===== src/rtl/br_ram_nr1w_pkg.sv =====
// Shared helpers for the multi-read-port flop RAM: address sizing and
// per-port slice offsets into the flattened port vectors.
package br_ram_nr1w_pkg;

    // Address width for a given depth, never narrower than one bit.
    function automatic int unsigned addr_width(input int unsigned depth);
        return (depth < 2) ? 1 : $clog2(depth);
    endfunction

    // Bit offset of port 'port' inside a flattened vector of 'width'-bit slices.
    function automatic int unsigned port_offset(input int unsigned port, input int unsigned width);
        return port * width;
    endfunction

    // Bits carried per read-pipeline stage besides valid: data plus uninit flag.
    function automatic int unsigned payload_width(input int unsigned width);
        return width + 1;
    endfunction

endpackage


===== src/rtl/br_ram_flops_nr1w_rd_pipe.sv =====
// Per-port read return delay line: ReadLatency stages of valid, data and
// uninit. Data stages only load when their predecessor is valid, so the
// output holds the last returned value between valid pulses.
module br_ram_flops_nr1w_rd_pipe
    import br_ram_nr1w_pkg::*;
#(
    parameter int Width       = 8,
    parameter int ReadLatency = 1
) (
    input  logic             clk,
    input  logic             rst_n,
    input  logic             in_valid,
    input  logic [Width-1:0] in_data,
    input  logic             in_uninit,
    output logic             out_valid,
    output logic [Width-1:0] out_data,
    output logic             out_uninit
);

    typedef struct packed {
        logic [Width-1:0] data;
        logic             uninit;
    } payload_t;

    if ($bits(payload_t) != payload_width(Width)) begin : g_bad_payload
        $error("payload layout mismatch");
    end

    if (ReadLatency == 0) begin : g_comb
        assign out_valid  = in_valid;
        assign out_data   = in_data;
        assign out_uninit = in_valid & in_uninit;
    end else begin : g_pipe
        logic     [ReadLatency:0] vld_pipe;
        logic     [ReadLatency:1] vld_pipe_d, vld_pipe_q;
        payload_t [ReadLatency:0] pay_pipe;
        payload_t [ReadLatency:1] pay_d, pay_q;

        // Shift valid every cycle; advance payload only behind a valid bit.
        always_comb begin
            vld_pipe   = {vld_pipe_q, in_valid};
            pay_pipe   = {pay_q, payload_t'{data: in_data, uninit: in_uninit}};
            vld_pipe_d = vld_pipe[ReadLatency-1:0];
            pay_d      = pay_q;
            for (int i = 1; i <= ReadLatency; i++) begin
                if (vld_pipe[i-1]) pay_d[i] = pay_pipe[i-1];
            end
        end

        // Stage registers; reset drops every in-flight read.
        always_ff @(posedge clk) begin
            if (!rst_n) begin
                vld_pipe_q <= '0;
                pay_q      <= '0;
            end else begin
                vld_pipe_q <= vld_pipe_d;
                pay_q      <= pay_d;
            end
        end

        assign out_valid  = vld_pipe[ReadLatency];
        assign out_data   = pay_pipe[ReadLatency].data;
        assign out_uninit = vld_pipe[ReadLatency] & pay_pipe[ReadLatency].uninit;
    end

endmodule


===== src/rtl/br_ram_flops_nr1w.sv =====
// Flop RAM, one write port, NumReadPorts independent read ports, each with
// its own latency pipeline and optional same-cycle write bypass.
// Optional macro BR_RAM_FLOPS_NR1W_UNINIT_TRACK_EN adds a per-entry written
// vector that drives rd_uninit; without it rd_uninit is tied to 0.
module br_ram_flops_nr1w
    import br_ram_nr1w_pkg::*;
#(
    parameter  int Depth          = 16,
    parameter  int Width          = 8,
    parameter  int NumReadPorts   = 2,
    parameter  int ReadLatency    = 1,
    parameter  int BypassWrite    = 0,
    parameter  int EnableMemReset = 0,
    localparam int AddrWidth      = int'(addr_width(Depth))
) (
    input  logic                              clk,
    input  logic                              rst_n,
    input  logic                              wr_valid,
    input  logic [AddrWidth-1:0]              wr_addr,
    input  logic [Width-1:0]                  wr_data,
    input  logic [NumReadPorts-1:0]           rd_addr_valid,
    input  logic [NumReadPorts*AddrWidth-1:0] rd_addr,
    output logic [NumReadPorts-1:0]           rd_data_valid,
    output logic [NumReadPorts*Width-1:0]     rd_data,
    output logic [NumReadPorts-1:0]           rd_uninit
);

    localparam logic [AddrWidth:0] DepthW = (AddrWidth+1)'(Depth);

    logic [Width-1:0] mem_d [Depth];
    logic [Width-1:0] mem_q [Depth];
    logic             wr_in_range;

    assign wr_in_range = ({1'b0, wr_addr} < DepthW);

`ifdef BR_RAM_FLOPS_NR1W_UNINIT_TRACK_EN
    logic [Depth-1:0] written_d, written_q;
`endif

    // Next-state of the array: out-of-range writes are dropped.
    always_comb begin
        mem_d = mem_q;
`ifdef BR_RAM_FLOPS_NR1W_UNINIT_TRACK_EN
        written_d = written_q;
`endif
        if (wr_valid && wr_in_range) begin
            mem_d[wr_addr] = wr_data;
`ifdef BR_RAM_FLOPS_NR1W_UNINIT_TRACK_EN
            written_d[wr_addr] = 1'b1;
`endif
        end
    end

    // Storage; contents survive reset unless EnableMemReset is set.
    always_ff @(posedge clk) begin
        if (!rst_n) begin
            if (EnableMemReset != 0) mem_q <= '{default: '0};
        end else begin
            mem_q <= mem_d;
        end
    end

`ifdef BR_RAM_FLOPS_NR1W_UNINIT_TRACK_EN
    // Written-since-reset tracking.
    always_ff @(posedge clk) begin
        if (!rst_n) written_q <= '0;
        else        written_q <= written_d;
    end
`endif

    for (genvar p = 0; p < NumReadPorts; p++) begin : g_port
        localparam int AOff = int'(port_offset(p, AddrWidth));
        localparam int DOff = int'(port_offset(p, Width));

        logic [AddrWidth-1:0] raddr;
        logic                 rd_in_range;
        logic                 byp_hit;
        logic [Width-1:0]     rdata;
        logic                 runinit;

        assign raddr = rd_addr[AOff +: AddrWidth];

        // Combinational array sample with optional write forwarding.
        always_comb begin
            rd_in_range = ({1'b0, raddr} < DepthW);
            byp_hit     = (BypassWrite != 0) && wr_valid && wr_in_range && (wr_addr == raddr);
            rdata       = '0;
            runinit     = 1'b0;
            if (rd_in_range) rdata = byp_hit ? wr_data : mem_q[raddr];
`ifdef BR_RAM_FLOPS_NR1W_UNINIT_TRACK_EN
            if (!rd_in_range)  runinit = 1'b1;
            else if (!byp_hit) runinit = ~written_q[raddr];
`endif
        end

        br_ram_flops_nr1w_rd_pipe #(
            .Width      (Width),
            .ReadLatency(ReadLatency)
        ) u_rd_pipe (
            .clk       (clk),
            .rst_n     (rst_n),
            .in_valid  (rd_addr_valid[p] & rst_n),
            .in_data   (rdata),
            .in_uninit (runinit),
            .out_valid (rd_data_valid[p]),
            .out_data  (rd_data[DOff +: Width]),
            .out_uninit(rd_uninit[p])
        );
    end

endmodule

===== config.mk =====
export PLATFORM = sky130hd
export DESIGN_NAME = br_ram_flops_nr1w
export DESIGN_NICKNAME = d
export VERILOG_FILES = /design/src/rtl/br_ram_nr1w_pkg.sv /design/src/rtl/br_ram_flops_nr1w_rd_pipe.sv /design/src/rtl/br_ram_flops_nr1w.sv
export SDC_FILE = /design/constraint.sdc
export NUM_CORES = 1
export LEC_CHECK = 0
export ABC_AREA = 1
export BUFFER_PORTS_ARGS = -buffer_cell sky130_fd_sc_hd__buf_2
export CORE_MARGIN = 5
export CORE_UTILIZATION = 50
export CTS_CLUSTER_DIAMETER = 100
export DETAILED_ROUTE_END_ITERATION = 12
export PLACE_DENSITY = 0.67
export REMOVE_ABC_BUFFERS = 1
export SYNTH_ARGS = -nofsm -noshare
export SYNTH_HDL_FRONTEND = slang
export SYNTH_HIERARCHICAL = 1
export SYNTH_SLANG_ARGS = --single-unit

===== constraint.sdc =====
create_clock -name clk -period 1.5 [get_ports clk]
set_clock_uncertainty 0.2 [all_clocks]
set_input_delay 0.15 -clock clk [delete_from_list [all_inputs] [get_ports clk]]
set_output_delay 0.15 -clock clk [all_outputs]
set_load 0.01 [all_outputs]

==> results.sh <==
export IMPL_status="finished clean"
export IMPL_r2r_slack_ns=0.09
export IMPL_io_buffers=44
export IMPL_netlist_area_um2=7940
export IMPL_fp_dieH_um=136
export IMPL_grt_overflow_total=0
export IMPL_dieArea_um2=18500
export IMPL_total_power_w=0.00986
export IMPL_worst_ir_drop_vdd_uv=976
export IMPL_insertion_delay_ns=0.43
export IMPL_cts_tree="done"
export IMPL_drc=0
export IMPL_gp_congestion=0.920
export IMPL_worstSetupEndpointType="flip-flop"
export IMPL_grt_max_degree=39
export IMPL_wl_per_cell_um=17.2
export IMPL_ys_seq_area_frac=0.534
export IMPL_syn_area_per_cell_um2=8.07
export IMPL_ys_ff_latch=148
export IMPL_setup_viol=0
export IMPL_via_count=6792
export IMPL_slew_viol_final=0
export IMPL_drv_cap=0
export IMPL_netlist_instances=984
export IMPL_crit_path_cell_trace="inv_1 > nand2_1 > nand3_1 > nand3_1 > nand3_1 > nand2_2 > inv_1 > nand2_1 > nand2_1 > nor2_1"
export IMPL_antenna_cells=0
export IMPL_syn_to_final_growth_pct=16.9
export IMPL_hp_class="in2reg"
export IMPL_core_um2=15700
export IMPL_rsz0062_at_grt="false"
export IMPL_powerDensity_nw_per_um2=1060
export IMPL_first_iter_violations=950
export IMPL_drive_gt1_frac=0.136
export IMPL_cts_sinks=148
export IMPL_ys_flop_type="edfxtp_1"
export IMPL_final_area_um2=9280
export IMPL_period_minus_slack_ns=1.41
export IMPL_dieWidth_um=136
export IMPL_worstPathRequired_ns=1.62
export IMPL_num_io_pins=45
export IMPL_grt_usage=0.249
export IMPL_power_leakage_nw=4.39
export IMPL_numCtsBuffers=17
export IMPL_grt_pass1_vias=6308
export IMPL_synth_commonest_cells="nand2_1, nand3_1, inv_1"
export IMPL_clock_fmax_mhz=708
export IMPL_htreeDepth=4
export IMPL_post_route_util=0.591
export IMPL_crit_type="reg2reg"
export IMPL_finalCritPeriodShare=0.942
export IMPL_cts_root_buffer="clkbuf_16"
export IMPL_crit_slowest_cell="edfxtp_1"
export IMPL_num_rows=46
export IMPL_post_cts_repair_setup_buffers=0
export IMPL_dp_hpwl_mm=15.0
export IMPL_slowest_delay_ns=0.36
export IMPL_drtPass1Iterations=6
export IMPL_synth_cell_types=13
export IMPL_worst_slack_ns=0.0874
export IMPL_synth_top_area_frac=0.484
export IMPL_hold_viol=0
export IMPL_yosysWarningCount=6
export IMPL_vias_per_cell=5.31
export IMPL_synthArstFlopShare=0
export IMPL_crit_fanout=2
export IMPL_synth_edf_count=128
export IMPL_critPathArrivalTime_ns=1.54
export IMPL_clkSlewWorstSetupHoldPaths_ns=0.06
export IMPL_start_util=0.505
export IMPL_synth_most_common_cell="nand2_1"
export IMPL_hold_slack_ns=0.0171
export IMPL_start_kind="flip-flop"
export IMPL_fin_nets=1076
export IMPL_antenna_left=0
export IMPL_placed_cell_area_um2=8580
export IMPL_antenna_found_initial=0
export IMPL_synth_top_area_cell="edfxtp_1"
export IMPL_cts_buffer_depth=2
export IMPL_synth_area_leaders="edfxtp_1, nand2_1, nand3_1, inv_1, dfxtp_1"
export IMPL_dp_slack_ns=-0.103
export IMPL_grt_pass1_wl_mm=34.4
export IMPL_routed_wl_mm=22.0
logic make-up (layout without fill, tap and decap cells):
family / count (synthesis) / count (layout) / synth area share
AND/OR/NAND/NOR: 601 / 601 / 0.320
buffers and inverters: 234 / 313 / 0.145
flip-flops: 148 / 148 / 0.534
other: 1 / 2 / 0.000472
power breakdown:
part           leakage (nW)  internal (W)  switching (W)
Clock                 0.276       0.00257        0.00158
Combinational          2.80      0.000421       0.000714
Sequential             1.32       0.00455      0.0000304
cells in the final DEF, fill, tap and decap left out:
cell type / instances
nand2_1: 320
clkinv_2: 4
nand3_2: 5
inv_2: 6
inv_1: 158
nor2_1: 54
clkbuf_16: 17
clkbuf_1: 2
edfxtp_1: 128
buf_2: 44
buf_12: 17
clkinvlp_4: 2
nand3_1: 221
dlygate4sd3_1: 10
bufinv_16: 3
nand2_2: 1
clkinv_1: 4
buf_4: 46
dfxtp_1: 20
conb_1: 2
layout make-up:
class	count	area, um^2
Inverter	164	616
Sequential cell	148	4240
Timing Repair Buffer	117	1010
Tap cell	216	270
Clock inverter	13	140
Fill cell	1380	6430
Clock buffer	19	433
Multi-Input combinational cell	603	2570
timing repair:
action                     4_1_cts  5_1_grt
resized for setup                0        8
hold buffers                    10        0
hold endpoints to repair       130        0
setup endpoints to repair        0        5
state kept, by name, summed over array words and instances (netlist names):
signal,flops
mem_q,128
g_port.u_rd_pipe/out_data,16
g_port.u_rd_pipe/g_pipe.pay_pipe,2
g_port.u_rd_pipe/out_valid,2
layer usage:
metal  wire (um)  up-vias  global-route usage
met5           0        -                   0
met4         812        0               0.110
li1            -     3232                   -
met1        9070     3116               0.337
met2       10100      382               0.388
met3        1950       62              0.0514
critical path, delay by kind of cell, from the launching register on:
| family | cells | cell delay (ns) |
|---|---|---|
| AND/OR/NAND/NOR | 8 | 0.61 |
| buffers and inverters | 2 | 0.15 |
| flip-flops | 1 | 0.36 |
metrics by stage:
stage | TNS [ns] | std cells
after CTS | 0 | 1280
final | 0 | 1280
after floorplan | -0.0648 | 915
after global routing | 0 | 1280
after global placement | -4.72 | 1238
after detailed placement | -5.07 | 1238
final timing paths:
kind | start | depth (start not counted) | endpoint
worst max-delay path | mem_q[54] | 10 | g_port[1].u_rd_pipe/out_data[6]
worst min-delay path | rst_n | 4 | g_port[1].u_rd_pipe/out_data[5]
worst max register to register | mem_q[54] | 10 | g_port[1].u_rd_pipe/out_data[6]
worst min register to register | g_port[0].u_rd_pipe/out_data[6] | 2 | g_port[0].u_rd_pipe/out_data[6]
Power figures use the tool's default switching activity.
